$ cat src/rtl/muldiv_hilo_unit.sv
// Iterative 32x32 unsigned multiply / 32/32 unsigned restoring divide with HI/LO
// result registers, one iteration per clock, plus MFHI/MFLO read mux and pipeline stall.
module muldiv_hilo_unit (
    input  logic        clk,
    input  logic        rst,
    input  logic        MD_start,
    input  logic [11:0] MD_control,
    input  logic [31:0] MD_IN_1,
    input  logic [31:0] MD_IN_2,
    output logic        MD_busy,
    output logic        MD_done,
    output logic        MD_stall,
    output logic        MD_div0,
    output logic [31:0] HI_out,
    output logic [31:0] LO_out,
    output logic [31:0] MD_OUT32,
    output logic [1:0]  dbg_state
);

    localparam logic [11:0] CTRL_MULT = 12'b000011011000;
    localparam logic [11:0] CTRL_DIV  = 12'b000011011010;
    localparam logic [11:0] CTRL_MFHI = 12'b000011010000;
    localparam logic [11:0] CTRL_MFLO = 12'b000011010010;

    typedef enum logic [1:0] {
        S_IDLE = 2'd0,
        S_MUL  = 2'd1,
        S_DIV  = 2'd2,
        S_DONE = 2'd3
    } state_t;

    state_t      state_q, state_d;
    logic [4:0]  cnt_q;
    logic [31:0] hi_q, lo_q;
    logic        div0_q;
    // MUL: {partial product, remaining multiplier}; DIV: {partial remainder, dividend/quotient}
    logic [63:0] acc_q;
    logic [31:0] op_b_q;

    logic        is_mult, is_div, is_mf, div_zero, accept, last_iter;
    logic [32:0] mul_sum;
    logic [63:0] mul_next;
    logic [32:0] div_shift;
    logic [33:0] div_diff;
    logic [63:0] div_next;

    assign is_mult   = (MD_control == CTRL_MULT);
    assign is_div    = (MD_control == CTRL_DIV);
    assign is_mf     = (MD_control == CTRL_MFHI) || (MD_control == CTRL_MFLO);
    assign div_zero  = (MD_IN_2 == 32'd0);
    assign last_iter = (cnt_q == 5'd31);

    // Handshake: a request is MD_start with MULT/DIV; it is taken on any edge where the
    // unit is IDLE or DONE. While busy, MD_stall tells the pipeline to keep holding it.
    assign accept = MD_start && (is_mult || is_div) && (state_q == S_IDLE || state_q == S_DONE);

    // Shift-add step: add multiplicand into the upper half when the current LSB is set.
    assign mul_sum  = {1'b0, acc_q[63:32]} + (acc_q[0] ? {1'b0, op_b_q} : 33'd0);
    assign mul_next = {mul_sum, acc_q[31:1]};

    // Restoring step: shift in the next dividend bit and subtract if it fits.
    assign div_shift = {acc_q[63:32], acc_q[31]};
    assign div_diff  = {1'b0, div_shift} - {2'b00, op_b_q};
    assign div_next  = div_diff[33] ? {div_shift[31:0], acc_q[30:0], 1'b0}
                                    : {div_diff[31:0],  acc_q[30:0], 1'b1};

    always_ff @(posedge clk) begin
        if (rst) begin
            state_q <= S_IDLE;
        end else begin
            state_q <= state_d;
        end
    end

    always_comb begin
        state_d = state_q;
        case (state_q)
            S_IDLE, S_DONE: begin
                if (accept) begin
                    if (is_mult)       state_d = S_MUL;
                    else if (div_zero) state_d = S_DONE;
                    else               state_d = S_DIV;
                end else begin
                    state_d = S_IDLE;
                end
            end
            S_MUL, S_DIV: begin
                if (last_iter) state_d = S_DONE;
            end
            default: state_d = S_IDLE;
        endcase
    end

    always_ff @(posedge clk) begin
        if (rst) begin
            cnt_q  <= 5'd0;
            hi_q   <= 32'd0;
            lo_q   <= 32'd0;
            div0_q <= 1'b0;
            acc_q  <= 64'd0;
            op_b_q <= 32'd0;
        end else if (accept) begin
            cnt_q  <= 5'd0;
            div0_q <= is_div && div_zero;
            op_b_q <= is_mult ? MD_IN_1 : MD_IN_2;
            acc_q  <= {32'd0, (is_mult ? MD_IN_2 : MD_IN_1)};
            if (is_div && div_zero) begin
                hi_q <= MD_IN_1;
                lo_q <= 32'hFFFF_FFFF;
            end
        end else if (state_q == S_MUL) begin
            acc_q <= mul_next;
            cnt_q <= cnt_q + 5'd1;
            if (last_iter) begin
                hi_q <= mul_next[63:32];
                lo_q <= mul_next[31:0];
            end
        end else if (state_q == S_DIV) begin
            acc_q <= div_next;
            cnt_q <= cnt_q + 5'd1;
            if (last_iter) begin
                hi_q <= div_next[63:32];
                lo_q <= div_next[31:0];
            end
        end
    end

    assign MD_busy   = (state_q == S_MUL) || (state_q == S_DIV);
    assign MD_done   = (state_q == S_DONE);
    assign MD_div0   = (state_q == S_DONE) && div0_q;
    assign MD_stall  = MD_busy && (MD_start || is_mf);
    assign HI_out    = hi_q;
    assign LO_out    = lo_q;
    assign dbg_state = state_q;

    always_comb begin
        MD_OUT32 = 32'd0;
        if (MD_control == CTRL_MFHI)      MD_OUT32 = hi_q;
        else if (MD_control == CTRL_MFLO) MD_OUT32 = lo_q;
    end

endmodule

$ cat config.mk
export PLATFORM = sky130hd
export DESIGN_NAME = muldiv_hilo_unit
export DESIGN_NICKNAME = d
export VERILOG_FILES = /design/src/rtl/muldiv_hilo_unit.sv
export SDC_FILE = /design/constraint.sdc
export NUM_CORES = 1
export LEC_CHECK = 0
export ABC_CLOCK_PERIOD_IN_PS = 4400
export BUFFER_PORTS_ARGS = -buffer_cell sky130_fd_sc_hd__buf_2
export CAP_MARGIN = 15
export CORE_UTILIZATION = 25
export DETAILED_ROUTE_END_ITERATION = 7
export SYNTH_ARGS = -nofsm -noshare
export SYNTH_HDL_FRONTEND = slang
export SYNTH_SLANG_ARGS = --single-unit
$ cat constraint.sdc
create_clock -name clk -period 4.4 [get_ports clk]
set_input_delay 0 -clock clk [delete_from_list [all_inputs] [get_ports clk]]
set_output_delay 0 -clock clk [all_outputs]
set_load 0.05 [all_outputs]
==> parameters.txt, run 1 <==
Parameter                              Value

Pwr
  Reported net switching power ... 0.8257 mW
  Worst VDD drop ... 259.9 uV
  Part of the total power dissipated in combinational logic ... 5.7%
  Leakage ... 6.152 nW
  Clk network pwr share ... 46.5%
  Sequential share of power ... 47.8%
  Internal cell power ... 2.353 mW
  Switching Share ... 25.97%
  Total power divided by cell area ... 213.8 mW/mm^2

Die
  Total Die Area ... 0.04962 sq mm
  IO Count ... 181
  Vertical extent of the die ... 222.8 um
  Width of the chip ... 222.8 um
  FP Rows ... 80
  Initial cell density of the core ... 25.41%
  Placeable core area ... 0.04795 sq mm

Timing
  Actual transition at the worst max-transition pin ... 1.069 ns
  Part of the cycle the worst path needs ... 92.07%
  Final count of hold timing violations ... 0
  Number of setup violations in the final report ... 0
  Post-route setup slack ... 0.3491 ns
  Sum of negative setup slack ... 0 ns
  Skew final ... 0.01364 ns
  Number of max-slew violations in the final report ... 0
  Max-Slew Margin vs Limit ... 28.73%
  Minimum clock period after layout ... 4.051 ns
  Setup repair after global routing missed its margin ... false
  Highest Clock Rate ... 0.2469 GHz

Final layout
  Final core utilization ... 31.01%
  Post-layout nets ... 1,941
  Most frequent cells in the layout ... sky130_fd_sc_hd__buf_2, sky130_fd_sc_hd__dfxtp_1, sky130_fd_sc_hd__nor2_1, sky130_fd_sc_hd__a21oi_1, sky130_fd_sc_hd__nand2_1
  Commonest non-fill, non-tap cell in the layout ... sky130_fd_sc_hd__buf_2
  Layout area overhead ... 22.04%
  Finished Cell Area ... 0.01487 sq mm
  Share of final-layout standard cells stronger than drive strength 1 ... 15.35%

GRT
  Residual overflow from global routing ... 0
  First-pass GRT wire length ... 75.62 mm
  Overall global routing resource usage ... 19.81%
  Maximum number of pins on one net before global-route repair ... 91
  Vias in the first global route ... 12,499
  Initial antenna violation count ... 3

Route
  Iteration-0 DRC Markers ... 1,159
  Routed Antenna Nets ... 0
  Routed len/inst ... 20.68 um
  Final WL ... 50.04 mm
  Vias post-DR ... 13,079
  Residual DRC ... 0
  Average via count per standard cell ... 5.405
  Router iterations before antenna repair ... 5

Logic synthesis
  Main flop type after synthesis ... sky130_fd_sc_hd__dfxtp_1
  Fraction of registers with async set/reset ... 0%
  Synth Cell Area ... 0.01218 sq mm
  Synth warnings ... 0
  Syn avg cell area ... 7.563 sq um
  Number of distinct standard cells referenced by the synthesized netlist ... 76
  Main area contributors after synthesis ... sky130_fd_sc_hd__dfxtp_1, sky130_fd_sc_hd__ha_1, sky130_fd_sc_hd__a21oi_1
  Post-synth EDFFs ... 0
  Proportion of netlist area held by the largest area contributor ... 27.60%
  Register area share after synthesis ... 27.60%
  Number of cells produced by synthesis ... 1,611
  #FFs+latches synth ... 168
  Synthesized netlist net count ... 1,761
  Cell accounting for the most synthesized area ... sky130_fd_sc_hd__dfxtp_1

CTS
  Clock-pin slew on the worst setup and hold paths ... 0.07 ns
  TritonCTS clock tree ... yes
  Number of hold buffers added after cts ... 62
  Post-CTS Setup Repair Bufs ... 0
  Maximum buffer depth of the clock tree ... 2
  # resized after CTS ... 0
  Clock network latency to the later pin of the worst-skew pair ... 0.46 ns
  Number of sinks on the clock net ... 168
  H-Tree Depth ... 4
  Clock Tree Root ... sky130_fd_sc_hd__clkbuf_16
  Number of buffers created by CTS ... 17

Place
  HPWL after detailed placement ... 38.05 mm
  Setup Slack @ Placement ... 0.3741 ns
  Placed inst area ... 0.01369 sq mm
  Number of buffers added on ports ... 180
  Routability congestion estimate ... 0.9301

Worst setup path
  CP required ... 4.71 ns
  Type of the worst setup path ... reg -> reg
  Critical Path Fanout Max ... 21
  Crit end category ... register
  Worst Path Arrival ... 4.36 ns
  Startpoint type of the worst setup path ... register

Status
  Status ... complete, no violations

Run
  Max-cap violation count ... 0

Min path
  Worst hold path type ... in -> reg
## critical path, cell delays in order (launching register included)
cell and delay [ns]:
sky130_fd_sc_hd__dfxtp_1 0.81, sky130_fd_sc_hd__and2_1 0.22, sky130_fd_sc_hd__ha_1 0.37, sky130_fd_sc_hd__a21oi_1 0.31, sky130_fd_sc_hd__nand2_1 0.12, sky130_fd_sc_hd__a2111oi_0 0.45, sky130_fd_sc_hd__a21oi_1 0.29, sky130_fd_sc_hd__a21o_1 0.25
sky130_fd_sc_hd__a21o_1 0.25, sky130_fd_sc_hd__a211oi_1 0.31, sky130_fd_sc_hd__xor2_1 0.18, sky130_fd_sc_hd__a22o_1 0.24, sky130_fd_sc_hd__o21ai_0 0.09
## power groups by stage
| stage | sequential [mW] | clock [mW] | combinational, mW |
|---|---|---|---|
| 2_1_floorplan | 1.55 | 0 | 0.0476 |
| 6_report | 1.52 | 1.48 | 0.181 |
| 3_5_place_dp | 1.55 | 0 | 0.137 |
| 5_1_grt | 1.52 | 1.56 | 0.188 |
| 4_1_cts | 1.52 | 1.49 | 0.174 |
| 3_3_place_gp | 1.55 | 0 | 0.137 |
## cell families (layout without fill, tap and decap cells)
group	Yosys count	after routing	share of synthesized area (%)
AOI/OAI and AO/OA	556	556	30.19
xor gates and xnor gates	51	51	3.666
adders and majority gates	71	71	7.414
buffers and inverters	175	368	5.699
DFF	168	168	27.60
muxes	61	61	5.093
other	0	1	0
and+or+nand+nor	529	529	20.33
## routing by layer
metal | track usage (%) | share of wire (%) | vias to the layer above
met4 | 7.253 | 3.7 | 2
met3 | 3.557 | 5.6 | 99
met1 | 25.47 | 44 | 6234
met5 | 0 | 0.026 | -
met2 | 32.91 | 46 | 469
li1 | - | - | 6275
## layout make-up
| type | instances | area [sq um] |
|---|---|---|
| diodes | 1 | 2.502 |
| clock buffers | 21 | 460.4 |
| clock inverters | 11 | 88.84 |
| fillers | 5197 | 33080 |
| inverters | 60 | 225.2 |
| multi-input cells | 1268 | 8163 |
| flip-flops and latches | 168 | 3363 |
| well taps | 615 | 769.5 |
| repair buffers | 276 | 1797 |
## state kept, by name, summed over array words and instances (netlist names)
name       count
acc_q         64
HI_out        32
LO_out        32
op_b_q        32
cnt_q          5
dbg_state      2
div0_q         1
## metrics by stage
stage / std cells / power, mW / hold WS, ns
finish: 2420 / 3.179 / 0.01732
global route: 2420 / 3.268 / 0.0005514
CTS: 2418 / 3.187 / 0.002408
detailed placement: 2324 / 1.692 / 0.2913
global placement: 2324 / 1.692 / 0.2887
floorplan: 1611 / 1.602 / 0.1499
## final timing paths
| kind | from | end | slack [ns] | cells after the start |
|---|---|---|---|---|
| worst min register to register | div0_q | div0_q | 0.46 | 2 |
| worst min-delay path | MD_IN_2[5] | op_b_q[5] | 0.02 | 3 |
| worst max register to register | acc_q[0] | acc_q[60] | 0.35 | 12 |
| worst max-delay path | acc_q[0] | acc_q[60] | 0.35 | 12 |
## cells in the mapped netlist, drive strengths merged (11+ instances only)
master / n
dfxtp: 168
nor2: 167
a21oi: 163
nand2: 143
clkbuf: 93
o21ai: 93
a211oi: 85
ha: 69
inv: 59
mux2i: 53
and2: 44
nor3: 44
a21o: 37
nor2b: 36
o22ai: 35
xnor2: 33
o221ai: 31
nand3: 27
buf: 22
a31oi: 18
xor2: 18
nand4: 17
o211ai: 15
and3: 13
nand2b: 13
nor4: 11
Note: power is estimated with default switching activity, not from simulation.
==> run 2: changes to the inputs <==
Settings changed: RECOVER_POWER set to 50.
==> parameters.txt, run 2 (synthesis results as in run 1) <==
Parameter                              Value

Route
  Routed Antenna Nets ... 0 (unchanged)
  Routed len/inst ... 20.70 um (was 20.68 um)
  Iteration-0 DRC Markers ... 1,154 (was 1,159)
  Residual DRC ... 0 (unchanged)
  Vias post-DR ... 13,113 (was 13,079)
  Router iterations before antenna repair ... 8 (was 5)
  Final WL ... 50.10 mm (was 50.04 mm)
  Average via count per standard cell ... 5.419 (was 5.405)

Final layout
  Number of filler instances in the final layout ... 5,256 (was 5,197)
  Filler-free cell count of the finished design ... 2,420 (unchanged)
  Most frequent cells in the layout ... sky130_fd_sc_hd__dfxtp_1, sky130_fd_sc_hd__nor2_1, sky130_fd_sc_hd__a21oi_1, sky130_fd_sc_hd__nand2_1, sky130_fd_sc_hd__clkbuf_1 (was sky130_fd_sc_hd__buf_2, sky130_fd_sc_hd__dfxtp_1, sky130_fd_sc_hd__nor2_1, sky130_fd_sc_hd__a21oi_1, sky130_fd_sc_hd__nand2_1)
  Share of final-layout standard cells stronger than drive strength 1 ... 9.590% (was 15.35%)
  Biggest register ... acc_q (unchanged)
  Flip-flop count of the largest register after layout ... 64 (unchanged)
  Finished Cell Area ... 0.01471 sq mm (was 0.01487 sq mm)
  Post-layout nets ... 1,941 (unchanged)
  Layout area overhead ... 20.73% (was 22.04%)
  Commonest non-fill, non-tap cell in the layout ... sky130_fd_sc_hd__dfxtp_1 (was sky130_fd_sc_hd__buf_2)

Timing
  Post-route setup slack ... 0.3253 ns (was 0.3491 ns)
  Skew final ... 0.01522 ns (was 0.01364 ns)
  Highest Clock Rate ... 0.2454 GHz (was 0.2469 GHz)
  Actual transition at the worst max-transition pin ... 1.503 ns (was 1.069 ns)
  Max-Slew Margin vs Limit ... -0.1758% (was 28.73%)
  Setup repair after global routing missed its margin ... false (unchanged)
  Sum of negative setup slack ... 0 ns (unchanged)
  Number of setup violations in the final report ... 0 (unchanged)
  Minimum clock period after layout ... 4.075 ns (was 4.051 ns)
  Part of the cycle the worst path needs ... 92.61% (was 92.07%)
  Number of max-slew violations in the final report ... 19 (was 0)
  Final count of hold timing violations ... 0 (unchanged)

Die
  Initial cell density of the core ... 25.41% (unchanged)
  IO Count ... 181 (unchanged)
  Vertical extent of the die ... 222.8 um (unchanged)
  Total Die Area ... 0.04962 sq mm (unchanged)
  FP Rows ... 80 (unchanged)
  Width of the chip ... 222.8 um (unchanged)
  Placeable core area ... 0.04795 sq mm (unchanged)

Worst setup path
  Cells on worst reg2reg path ... 13 (was 12)
  Register-to-register setup slack ... 0.33 ns (was 0.35 ns)
  Crit end category ... register (unchanged)
  CP required ... 4.72 ns (was 4.71 ns)
  Worst Path Arrival ... 4.39 ns (was 4.36 ns)
  Worst flop-to-flop path startpoint ... acc_q[0] (unchanged)
  End point of the critical path ... acc_q[57] (was acc_q[60])
  Critical path origin ... acc_q[0] (unchanged)
  Crit Reg-Reg Endpoint ... acc_q[57] (was acc_q[60])
  Type of the worst setup path ... reg -> reg (unchanged)
  Startpoint type of the worst setup path ... register (unchanged)
  Critical Path Fanout Max ... 21 (unchanged)

Pwr
  Worst VDD drop ... 262.0 uV (was 259.9 uV)
  Total power divided by cell area ... 216.4 mW/mm^2 (was 213.8 mW/mm^2)
  Leakage ... 5.703 nW (was 6.152 nW)

GRT
  Residual overflow from global routing ... 0 (unchanged)
  Initial antenna violation count ... 3 (unchanged)
  Vias in the first global route ... 12,499 (unchanged)
  Overall global routing resource usage ... 19.81% (unchanged)
  Maximum number of pins on one net before global-route repair ... 91 (unchanged)
  First-pass GRT wire length ... 75.62 mm (unchanged)

Place
  Setup Slack @ Placement ... 0.3741 ns (unchanged)
  Placed inst area ... 0.01369 sq mm (unchanged)
  Routability congestion estimate ... 0.9301 (unchanged)
  HPWL after detailed placement ... 38.05 mm (unchanged)
  Number of buffers added on ports ... 180 (unchanged)
  Number of placed instances with taps included ... 2,324 (unchanged)

CTS
  H-Tree Depth ... 4 (unchanged)
  Maximum buffer depth of the clock tree ... 2 (unchanged)
  Clock Tree Root ... sky130_fd_sc_hd__clkbuf_16 (unchanged)
  Number of sinks on the clock net ... 168 (unchanged)
  TritonCTS clock tree ... yes (unchanged)
  Number of buffers created by CTS ... 17 (unchanged)
  Clock network latency to the later pin of the worst-skew pair ... 0.47 ns (was 0.46 ns)
  # resized after CTS ... 0 (unchanged)
  Clock-pin slew on the worst setup and hold paths ... 0.07 ns (about the same)

Status
  Status ... finished with violations (was complete, no violations)
  Violated checks ... max-capacitance violations, max-slew violations

Run
  Max-cap violation count ... 1 (was 0)

Min path
  Worst hold path type ... in -> reg (unchanged)
[run 2: how the worst min path moves through the flow]
stage           startpoint         end  slack [ns]  depth (start not counted)
4_1_cts        MD_IN_1[10]  HI_out[10]       0.002                          4
5_1_grt         MD_IN_2[5]   op_b_q[5]      0.0007                          3
6_report       MD_IN_1[10]  HI_out[10]        0.01                          4
2_1_floorplan  MD_IN_1[12]  HI_out[12]        0.15                          2
3_3_place_gp   MD_IN_1[28]  HI_out[28]        0.29                          3
3_5_place_dp   MD_IN_1[28]  HI_out[28]        0.29                          3
[run 2: routing by layer]
metal / up-vias / global-route usage, % / routed length [um]
li1: 6260 / - / -
met1: 6248 / 25.47 / 21890
met2: 497 / 32.91 / 23270
met3: 106 / 3.557 / 3071
met4: 2 / 7.253 / 1861
met5: - / 0 / 13
[run 2: where the power goes]
| group | total (mW) | leakage (nW) | switching, mW | internal [mW] |
|---|---|---|---|---|
| clock | 1.48 | 0.266 | 0.722 | 0.761 |
| combinational | 0.180 | 4.09 | 0.108 | 0.0728 |
| sequential | 1.52 | 1.35 | 0.0000873 | 1.52 |
| total | 3.18 | 5.70 | 0.830 | 2.35 |
[run 2: timing repair]
| action | in CTS | in global routing |
|---|---|---|
| hold buffers | 62 | 1 |
| endpoints found under the hold margin | 59 | 1 |
| setup buffers | 0 | 0 |
[run 2: cell type report]
cell class | count | area (sq um) | share of cell area, %
Timing Repair Buffer | 276 | 1655 | 11.25
Tap cell | 615 | 769.5 | 5.231
Antenna cell | 1 | 2.502 | 0.01701
Multi-Input combinational cell | 1268 | 8145 | 55.37
Sequential cell | 168 | 3363 | 22.86
Clock inverter | 11 | 88.84 | 0.6039
Clock buffer | 21 | 460.4 | 3.130
Inverter | 60 | 225.2 | 1.531
[run 2: worst max-delay path, cell delays in order (launching register included)]
cell and delay (ns):
sky130_fd_sc_hd__dfxtp_1 0.83, sky130_fd_sc_hd__and2_1 0.22, sky130_fd_sc_hd__ha_1 0.21, sky130_fd_sc_hd__fa_1 0.26, sky130_fd_sc_hd__a211oi_1 0.14, sky130_fd_sc_hd__o211ai_1 0.26, sky130_fd_sc_hd__nand3_1 0.19, sky130_fd_sc_hd__a31oi_1 0.44
sky130_fd_sc_hd__a31oi_1 0.19, sky130_fd_sc_hd__o21ai_0 0.47, sky130_fd_sc_hd__a21oi_1 0.15, sky130_fd_sc_hd__xnor2_1 0.15, sky130_fd_sc_hd__o21ai_0 0.29, sky130_fd_sc_hd__o21ai_0 0.13
[run 2: metrics by stage]
stage / hold slack, ns / util, % / total power, mW
after floorplan: 0.1499 / - / 1.602
after global placement: 0.2887 / 28.55 / 1.692
after detailed placement: 0.2913 / 28.55 / 1.692
after CTS: 0.002408 / 30.99 / 3.187
after global routing: 0.0007236 / 30.68 / 3.268
final: 0.01422 / 30.68 / 3.183
